[src/rtl/pipe_ctrl_pkg.sv]
// Shared types and constants for the pipeline stall/flush sequencer.
package pipe_ctrl_pkg;

  typedef enum logic [1:0] {
    RUN      = 2'd0,
    SHADOW   = 2'd1,
    MEM_WAIT = 2'd2,
    TRAP     = 2'd3
  } hz_state_t;

  // RV32 canonical NOP (addi x0, x0, 0) loaded by a flushed stage register.
  localparam logic [31:0] NOP_INSTR = 32'h0000_0013;

  localparam int MEM_TIMEOUT_DEF = 255;
  localparam int WAIT_W          = 16;

  typedef struct packed {
    logic pc_en;
    logic if_id_en;
    logic if_id_flush;
    logic id_ex_en;
    logic id_ex_flush;
    logic ex_mem_en;
    logic mem_wb_en;
    logic mem_trap;
  } hz_ctrl_t;

  localparam hz_ctrl_t CTRL_RUN    = hz_ctrl_t'(8'b1101_0110);
  localparam hz_ctrl_t CTRL_STALL  = hz_ctrl_t'(8'b0001_1110);
  localparam hz_ctrl_t CTRL_BRANCH = hz_ctrl_t'(8'b1111_1110);
  localparam hz_ctrl_t CTRL_FREEZE = hz_ctrl_t'(8'b0000_0000);
  localparam hz_ctrl_t CTRL_TRAP   = hz_ctrl_t'(8'b0000_0001);

endpackage

[src/rtl/pipeline_hazard_ctrl_if.sv]
// Hazard request inputs and per-stage enable/flush strobes of the sequencer.
interface pipeline_hazard_ctrl_if #(
  parameter int CNT_W = 32
);
  logic             load_use_stall;
  logic             branch_taken;
  logic             dmem_req;
  logic             dmem_ready;
  logic             pc_en;
  logic             if_id_en;
  logic             if_id_flush;
  logic             id_ex_en;
  logic             id_ex_flush;
  logic             ex_mem_en;
  logic             mem_wb_en;
  logic             mem_trap;
  logic [CNT_W-1:0] stall_cycles;
  logic [CNT_W-1:0] flush_count;

  modport master (
    output load_use_stall, branch_taken, dmem_req, dmem_ready,
    input  pc_en, if_id_en, if_id_flush, id_ex_en, id_ex_flush,
           ex_mem_en, mem_wb_en, mem_trap, stall_cycles, flush_count
  );

  modport slave (
    input  load_use_stall, branch_taken, dmem_req, dmem_ready,
    output pc_en, if_id_en, if_id_flush, id_ex_en, id_ex_flush,
           ex_mem_en, mem_wb_en, mem_trap, stall_cycles, flush_count
  );
endinterface

[src/rtl/pipe_perf_cnt.sv]
// Free-running stall-cycle and redirect counters; only built when PIPE_PERF_CNT_EN is defined.
`ifdef PIPE_PERF_CNT_EN
module pipe_perf_cnt #(
  parameter int CNT_W = 32
) (
  input  logic             clk,
  input  logic             rst_n,
  input  logic             stall_inc,
  input  logic             flush_inc,
  output logic [CNT_W-1:0] stall_cycles,
  output logic [CNT_W-1:0] flush_count
);
  logic [1:0]       inc;
  logic [CNT_W-1:0] cnt_val [2];

  assign inc = {flush_inc, stall_inc};

  genvar gi;
  generate
    for (gi = 0; gi < 2; gi++) begin : gen_cnt
      logic [CNT_W-1:0] cnt_reg;
      always_ff @(posedge clk or negedge rst_n) begin
        if (!rst_n)
          cnt_reg <= '0;
        else if (inc[gi])
          cnt_reg <= cnt_reg + CNT_W'(1);
      end
      assign cnt_val[gi] = cnt_reg;
    end
  endgenerate

  assign stall_cycles = cnt_val[0];
  assign flush_count  = cnt_val[1];
endmodule
`endif

[src/rtl/pipeline_hazard_ctrl.sv]
// Stall/flush sequencer for the 5-stage RV32 pipeline with data-memory watchdog.
// Optional performance counters are enabled by defining PIPE_PERF_CNT_EN.
module pipeline_hazard_ctrl
  import pipe_ctrl_pkg::*;
#(
  parameter int MEM_TIMEOUT = MEM_TIMEOUT_DEF,
  parameter int CNT_W       = 32
) (
  input logic                 clk,
  input logic                 rst_n,
  pipeline_hazard_ctrl_if.slave hz
);
  localparam logic [WAIT_W-1:0] TIMEOUT = WAIT_W'(MEM_TIMEOUT);

  hz_state_t         state_reg, state_next;
  logic [WAIT_W-1:0] wait_reg, wait_next;
  logic [WAIT_W-1:0] wait_inc;
  hz_ctrl_t          ctrl;
  logic              freeze;
  logic              br_honoured;

  // Once waiting, only dmem_ready matters: the frozen MEM stage keeps its request.
  assign freeze = (state_reg == MEM_WAIT) ? !hz.dmem_ready
                                          : (hz.dmem_req && !hz.dmem_ready);

  always_comb begin
    state_next  = RUN;
    wait_next   = '0;
    wait_inc    = '0;
    ctrl        = CTRL_RUN;
    br_honoured = 1'b0;
    if (state_reg == TRAP) begin
      state_next = TRAP;
      ctrl       = CTRL_TRAP;
    end else if (freeze) begin
      ctrl = CTRL_FREEZE;
      if (state_reg != MEM_WAIT)
        wait_inc = WAIT_W'(1);
      else if (wait_reg == '1)
        wait_inc = wait_reg;
      else
        wait_inc = wait_reg + WAIT_W'(1);
      wait_next  = wait_inc;
      state_next = (wait_inc >= TIMEOUT) ? TRAP : MEM_WAIT;
    end else if (hz.branch_taken) begin
      ctrl        = CTRL_BRANCH;
      state_next  = SHADOW;
      br_honoured = 1'b1;
    end else if (hz.load_use_stall && state_reg != SHADOW) begin
      // The instruction in ID after a redirect is already a NOP, so no stall there.
      ctrl = CTRL_STALL;
    end
  end

  always_ff @(posedge clk or negedge rst_n) begin
    if (!rst_n) begin
      state_reg <= RUN;
      wait_reg  <= '0;
    end else begin
      state_reg <= state_next;
      wait_reg  <= wait_next;
    end
  end

  assign hz.pc_en       = ctrl.pc_en;
  assign hz.if_id_en    = ctrl.if_id_en;
  assign hz.if_id_flush = ctrl.if_id_flush;
  assign hz.id_ex_en    = ctrl.id_ex_en;
  assign hz.id_ex_flush = ctrl.id_ex_flush;
  assign hz.ex_mem_en   = ctrl.ex_mem_en;
  assign hz.mem_wb_en   = ctrl.mem_wb_en;
  assign hz.mem_trap    = ctrl.mem_trap;

`ifdef PIPE_PERF_CNT_EN
  pipe_perf_cnt #(
    .CNT_W (CNT_W)
  ) u_perf (
    .clk          (clk),
    .rst_n        (rst_n),
    .stall_inc    (!ctrl.pc_en && state_reg != TRAP),
    .flush_inc    (br_honoured),
    .stall_cycles (hz.stall_cycles),
    .flush_count  (hz.flush_count)
  );
`else
  assign hz.stall_cycles = {CNT_W{1'b0}};
  assign hz.flush_count  = {CNT_W{1'b0}};
`endif
endmodule

[src/flat_wrapper.sv]
// flat-port wrapper written by rule: the top's interface ports become plain ports
module pipeline_hazard_ctrl_flat import pipe_ctrl_pkg::*;
#(
  parameter int MEM_TIMEOUT = MEM_TIMEOUT_DEF,
  parameter int CNT_W       = 32
)
  (clk, rst_n, hz_load_use_stall, hz_branch_taken, hz_dmem_req, hz_dmem_ready, hz_pc_en, hz_if_id_en, hz_if_id_flush, hz_id_ex_en, hz_id_ex_flush, hz_ex_mem_en, hz_mem_wb_en, hz_mem_trap, hz_stall_cycles, hz_flush_count);
  pipeline_hazard_ctrl_if #(.CNT_W(CNT_W)) hz_i ();
  input logic clk;
  input logic rst_n;
  input wire logic [$bits(hz_i.load_use_stall)-1:0] hz_load_use_stall;
  input wire logic [$bits(hz_i.branch_taken)-1:0] hz_branch_taken;
  input wire logic [$bits(hz_i.dmem_req)-1:0] hz_dmem_req;
  input wire logic [$bits(hz_i.dmem_ready)-1:0] hz_dmem_ready;
  output wire logic [$bits(hz_i.pc_en)-1:0] hz_pc_en;
  output wire logic [$bits(hz_i.if_id_en)-1:0] hz_if_id_en;
  output wire logic [$bits(hz_i.if_id_flush)-1:0] hz_if_id_flush;
  output wire logic [$bits(hz_i.id_ex_en)-1:0] hz_id_ex_en;
  output wire logic [$bits(hz_i.id_ex_flush)-1:0] hz_id_ex_flush;
  output wire logic [$bits(hz_i.ex_mem_en)-1:0] hz_ex_mem_en;
  output wire logic [$bits(hz_i.mem_wb_en)-1:0] hz_mem_wb_en;
  output wire logic [$bits(hz_i.mem_trap)-1:0] hz_mem_trap;
  output wire logic [$bits(hz_i.stall_cycles)-1:0] hz_stall_cycles;
  output wire logic [$bits(hz_i.flush_count)-1:0] hz_flush_count;
  assign hz_i.load_use_stall = hz_load_use_stall;
  assign hz_i.branch_taken = hz_branch_taken;
  assign hz_i.dmem_req = hz_dmem_req;
  assign hz_i.dmem_ready = hz_dmem_ready;
  assign hz_pc_en = hz_i.pc_en;
  assign hz_if_id_en = hz_i.if_id_en;
  assign hz_if_id_flush = hz_i.if_id_flush;
  assign hz_id_ex_en = hz_i.id_ex_en;
  assign hz_id_ex_flush = hz_i.id_ex_flush;
  assign hz_ex_mem_en = hz_i.ex_mem_en;
  assign hz_mem_wb_en = hz_i.mem_wb_en;
  assign hz_mem_trap = hz_i.mem_trap;
  assign hz_stall_cycles = hz_i.stall_cycles;
  assign hz_flush_count = hz_i.flush_count;
  pipeline_hazard_ctrl #(.MEM_TIMEOUT(MEM_TIMEOUT), .CNT_W(CNT_W)) u_core (.clk(clk), .rst_n(rst_n), .hz(hz_i));
endmodule
[config.mk]
export PLATFORM = sky130hd
export DESIGN_NAME = pipeline_hazard_ctrl_flat
export DESIGN_NICKNAME = d
export VERILOG_FILES = /design/src/rtl/pipe_ctrl_pkg.sv /design/src/rtl/pipeline_hazard_ctrl_if.sv /design/src/rtl/pipe_perf_cnt.sv /design/src/rtl/pipeline_hazard_ctrl.sv /design/src/flat_wrapper.sv
export SDC_FILE = /design/constraint.sdc
export NUM_CORES = 1
export LEC_CHECK = 0
export BUFFER_PORTS_ARGS = -buffer_cell sky130_fd_sc_hd__buf_2
export CORE_UTILIZATION = 51
export CTS_CLUSTER_DIAMETER = 150
export DETAILED_ROUTE_END_ITERATION = 6
export GPL_TIMING_DRIVEN = 1
export PLACE_DENSITY = 0.95
export SLEW_MARGIN = 20
export SYNTH_ARGS = -nofsm -noshare
export SYNTH_HDL_FRONTEND = slang
export SYNTH_SLANG_ARGS = --single-unit
[constraint.sdc]
create_clock -name clk -period 4.8 [get_ports clk]
set_input_delay 0.96 -clock clk [delete_from_list [all_inputs] [get_ports clk]]
set_output_delay 0.96 -clock clk [all_outputs]
set_load 0.01 [all_outputs]
---- Yosys cells after proc, flatten, opt, wreduce, memory -nomap -nowiden ----
Cells that the tools add are included.
Widths: inputs -> output; s select.
storage, ports and cells
  flip-flop bits (word level) ............. 18
  latch bits .............................. 0
  RAM bits ................................ 0
  ROM bits ................................ 0
  output and inout port bits .............. 72
  memories kept ........................... 0
cells by class
  add/sub/neg operators ................... 1
  multiply operators ...................... 0
  divide/modulo/power cells ............... 0
  magnitude comparators ................... 1
  equality and inequality tests ........... 5
  shifts and indexed selects .............. 0
  multiplexer cells ....................... 15
  bitwise logic cells ..................... 0
  reduce and logical (&&, ||, !) cells .... 3
operators with widths
  kind                   count
  $mux 16                6
  $mux 8                 4
  $add 16x1->16 const B  1
  $eq 16x16->1 const B   1
  $ge 16x8->1 const B    1
  $eq 2x2->1 const B     2
  $mux 2                 2
  $mux 1                 3
  $logic_and 1x1->1      2
  $ne 2x1->1 const B     1
  $ne 2x2->1 const B     1
  $logic_not 1->1        1

---- Longest topological paths before layout ----
  word-level depth ........................ 9
  mapped depth ............................ 8
  depth with buffers taken out ............ 7

---- Least setup slack after synthesis ----
Ideal clock, no wire load.
  path kind ............................... input port to output port
  from .................................... in hz_dmem_ready
  to ...................................... out hz_id_ex_en
  arrival ................................. 1.756 ns
  required time ........................... 3.840 ns
  path slack .............................. 2.084 ns
  stages .................................. 5
  path buffers ............................ 1
  cell sequence ........................... inv_1 a21oi_1 a21oi_1 inv_1 buf_4
on the way
  word-level cells in the longest chain between the ends .. 5
RTL lines
  item                 RTL line                                                source
  start, declared      flat_wrapper.sv:14                                      input wire logic [$bits(hz_i.dmem_ready)-1:0] hz_dmem_ready;
  $logic_not 1->1 (*)  pipeline_hazard_ctrl.sv:23, pipeline_hazard_ctrl.sv:24
  $logic_and 1x1->1    pipeline_hazard_ctrl.sv:24                              : (hz.dmem_req && !hz.dmem_ready);
  $mux 1 (*)           pipeline_hazard_ctrl.sv:23                              assign freeze = (state_reg == MEM_WAIT) ? !hz.dmem_ready
  $mux 8 (*)           pipeline_hazard_ctrl.sv:35                              end else if (freeze) begin
  $mux 8 (*)           pipeline_hazard_ctrl.sv:32                              if (state_reg == TRAP) begin
  end, declared        flat_wrapper.sv:18                                      output wire logic [$bits(hz_i.id_ex_en)-1:0] hz_id_ex_en;
Every way passes the cells marked *; elsewhere a longest branch is shown, timed or not.

---- Worst setup path after layout ----
  from .................................... in hz_dmem_ready
  to ...................................... out hz_if_id_en
on the way
  word-level cells in the longest chain between the ends .. 5
RTL lines
  item                 RTL line                                                source
  $logic_not 1->1 (*)  pipeline_hazard_ctrl.sv:23, pipeline_hazard_ctrl.sv:24
  $logic_and 1x1->1    pipeline_hazard_ctrl.sv:24
  $mux 1 (*)           pipeline_hazard_ctrl.sv:23
  $mux 8 (*)           pipeline_hazard_ctrl.sv:35
  $mux 8 (*)           pipeline_hazard_ctrl.sv:32
  end, declared        flat_wrapper.sv:16                                      output wire logic [$bits(hz_i.if_id_en)-1:0] hz_if_id_en;
Marks and branches as above.

==> results.md <==
Logic synthesis:
- After synthesis, the mean cell area works out to between 8 and 9 um^2.
- Summing every instance area after synthesis gives 1670 um^2.
- The synthesized flop and latch total is 18.
- The number of cells produced by synthesis is 196.
- Of the synthesized area, sequential elements account for 0.269.
- The number of enable flip-flop cells after synthesis is 0.
- The warning count from the yosys run is 0.
- The prevailing post-synth register cell is sky130_fd_sc_hd__dfrtp_1.
- The share of flip-flops with an asynchronous set or reset is 1.00.
- The count of distinct cell types in the synthesized netlist is 42.

Global route:
- The global-route wire length before repair is 4530 um.
- The via count of the first global-routing pass is 971.
- The initial antenna violation count came to 0.
- Entering global routing, the biggest net connects 19 pins.
- The total congestion overflow after global routing is 0.
- For this run, the total global-route usage over all layers was measured as 0.175.

Clock network:
- The CTS tree is built.
- In this run the number of H-tree levels came out at 1.
- Counting every sink on the clock net gives 18.
- The number of buffers on the longest clock path is 2.
- The clock slew seen by the registers of the worst setup and hold paths is 0.10 ns.
- For this design, the CTS-stage hold fixing added 0 buffers.
- The post-cts sizing count is 0.
- The number of setup buffers added after CTS is 0.
- At the later pin of the worst-skew pair, clock insertion delay measures 0.29 ns.
- The tree is rooted in a sky130_fd_sc_hd__clkbuf_4.
- TritonCTS created 3 clock buffers.

Pwr:
- The power per standard cell area is between 200 and 250 nW/um^2.
- VDD sags by at most 0.134 mV.
- The total power is 0.349 mW.
- The leakage component of the power is 0.744 nW.

Timing:
- The final setup TNS is 0 ns.
- The total setup violations reported at the end of the flow is 0.
- The final-report max-slew violation count is 0.
- The portion of the clock cycle consumed by the worst path in the final layout is 0.625.
- Measured against its own limit, the worst slew margin works out to 0.669.
- The count of endpoints failing hold in the final timing report is 0.
- Counting I/O delays and the setup requirement, the final critical path takes ~3.0 ns.
- Setup repair after global routing left no endpoint under its margin.
- The worst-case clock skew is 0.00388 ns.
- The final-layout worst hold slack is 0.569 ns.
- Based on the critical path, the design can be clocked at up to 334 MHz.
- At the pin with the least slew margin, the transition time is about 0.48 ns.

Critical path:
- Together, buffers and inverters on the worst path number 3.
- The required arrival time at the worst endpoint is 3.84 ns.
- The startpoint identified for the worst register-to-register timing path is u_core.wait_reg[0]$_DFF_PN0_.
- The critical path goes through buf_2 > inv_1 > a21oi_1 > a21oi_1 > a31oi_1 > buf_2.
- The worst setup path is of the in2out kind.
- The peak per-stage delay on the critical path is 0.38 ns.
- The cell family with the largest share of critical-path delay is compound AO/OA/AOI/OAI gates.
- On the critical path, the stage with the largest delay is an instance of sky130_fd_sc_hd__a21oi_1.
- The data arrival time of the worst path is 2.04 ns.
- The logic depth of the worst register-to-register path is 7.
- The critical path startpoint category is an input port.
- The minimum setup slack among reg-to-reg paths is roughly 2.4 ns.
- The largest driver fanout on the critical path is 7.
- In this run the critical register-to-register path is captured at u_core.state_reg[0]$_DFF_PN0_.
- The worst setup path is captured at a primary output.

Die:
- In this run the horizontal extent of the chip is 59.3 um.
- Measured along the y axis, the die boundary spans 59.3 um.
- The die covers around 3500 um^2.
- In this run the standard cell core region covers 3080 um^2.
- The effective utilization at floorplan is 0.543.
- The cell row count is 20.
- Pin placement for this block handled 78 I/O pins.

Place:
- After detailed placement, the design holds a cell count of between 200 and 250.
- The HPWL after detailed placement is 2120 um.
- The placer's final routability congestion estimate is about 0.91.
- The number of port buffers is 13.

Min path:
- The path class of the tightest hold or removal check is in2async.

Layout:
- The layout net count is approximately 210.
- The count of cells in the finished layout, fillers not included, comes to 248.
- The number of inserted diodes is 0.
- The final core utilization is 0.497.
- The most common cell after layout, fill and taps aside is sky130_fd_sc_hd__conb_1.
- The filler cells instantiated in the layout total 300.
- The ratio of cells with drive above 1 in the final layout is 0.123.
- The number of flip-flops in the largest register is 16.
- Relative to the synthesized area, the layout overhead comes to -8.46%.
- In the layout the commonest cells are sky130_fd_sc_hd__conb_1 (64), sky130_fd_sc_hd__dfrtp_1 (18), sky130_fd_sc_hd__nor2_1 (15).

Detailed routing:
- The ratio of routed vias to standard cells is approximately 4.8.
- The total iterations of the first detailed-routing run is 4.
- The final antenna-violating net count is 0.
- After detailed routing, the average wire length per cell comes to 11.2 um.
- The detailed router finished its first iteration with 61 violations.
- The aggregate routed wire length is 2780 um.
- In the routed design, unresolved DRC markers number 0.
- The total number of vias is ~1200.

Run status:
- The run finished with clean final reports.

Run:
- Across the run, the number of max-cap violations was 0.
[cell type report]
type | instances | area [um^2] | area share
multi-input cells | 163 | 911 | 0.595
inverters | 7 | 26.3 | 0.0172
well taps | 44 | 55.1 | 0.0360
flip-flops and latches | 18 | 450 | 0.294
repair buffers | 13 | 65.1 | 0.0425
clock buffers | 3 | 22.5 | 0.0147
[report_power, final]
group	internal, mW	switching (mW)
Combinational	0.0293	0.0780
Sequential	0.158	0.00851
Clock	0.0292	0.0458
[how the worst max path moves through the flow]
stage,to,depth (start not counted),slack [ns],from
2_1_floorplan,hz_id_ex_en,5,2.08,hz_dmem_ready
3_3_place_gp,hz_id_ex_en,6,1.93,hz_dmem_ready
3_5_place_dp,hz_if_id_en,6,1.87,hz_dmem_ready
4_1_cts,hz_if_id_en,6,1.84,hz_dmem_ready
5_1_grt,hz_if_id_en,6,1.65,hz_dmem_ready
6_report,hz_if_id_en,6,1.80,hz_dmem_ready
[metal layers]
layer  share of wire  GRT usage  up-vias
met4           0.033     0.0986        0
li1                -          -      571
met5               0          0        -
met2            0.49      0.278       74
met1            0.40      0.225      548
met3           0.076     0.0284        9
[kinds of logic after synthesis]
logic type	Yosys count	share of synthesized area
XOR/XNOR	7	0.0367
multiplexers	2	0.0120
adder cells (fa/ha/maj)	1	0.00748
flip-flops	18	0.269
AO/OA/AOI/OAI	32	0.138
buffers and inverters	78	0.327
other	1	0.00224
AND/OR/NAND/NOR	57	0.207
[synth_stat cells (2+ instances only)]
cell type,count,share of area
sky130_fd_sc_hd__xnor2_1,3,0.016
sky130_fd_sc_hd__nor4_1,2,0.0075
sky130_fd_sc_hd__buf_2,2,0.0060
sky130_fd_sc_hd__nor2b_1,3,0.011
sky130_fd_sc_hd__a21oi_1,6,0.018
sky130_fd_sc_hd__and4_1,2,0.010
sky130_fd_sc_hd__a211oi_1,4,0.018
sky130_fd_sc_hd__nand4_2,2,0.015
sky130_fd_sc_hd__and2_1,2,0.0075
sky130_fd_sc_hd__mux2i_1,2,0.012
sky130_fd_sc_hd__clkbuf_1,2,0.0045
sky130_fd_sc_hd__a31oi_1,6,0.022
sky130_fd_sc_hd__xor2_1,4,0.021
sky130_fd_sc_hd__nor2_1,15,0.034
sky130_fd_sc_hd__inv_1,7,0.016
sky130_fd_sc_hd__dfrtp_1,18,0.27
sky130_fd_sc_hd__buf_4,67,0.30
sky130_fd_sc_hd__nor3_1,4,0.012
sky130_fd_sc_hd__nand3_1,5,0.015
sky130_fd_sc_hd__a311o_1,2,0.012
sky130_fd_sc_hd__nand2_1,11,0.025
sky130_fd_sc_hd__o21ai_0,4,0.012
sky130_fd_sc_hd__a41oi_1,4,0.021
[worst register-to-register path, delay by kind of cell (launching register included)]
| family | cells | cell delay [ns] |
|---|---|---|
| AO/OA/AOI/OAI | 3 | 0.89 |
| AND/OR/NAND/NOR | 2 | 0.52 |
| flip-flops | 1 | 0.44 |
| adder cells (fa/ha/maj) | 1 | 0.33 |
| multiplexers | 1 | 0.15 |
[through the flow]
| step | area [um^2] | setup slack [ns] |
|---|---|---|
| 2_1_floorplan | 1910 | 2.08 |
| 3_3_place_gp | 1510 | 1.93 |
| 3_5_place_dp | 1510 | 1.87 |
| 4_1_cts | 1530 | 1.84 |
| 5_1_grt | 1530 | 1.65 |
| 6_report | 1530 | 1.80 |
(Power assumes the default switching activity.)
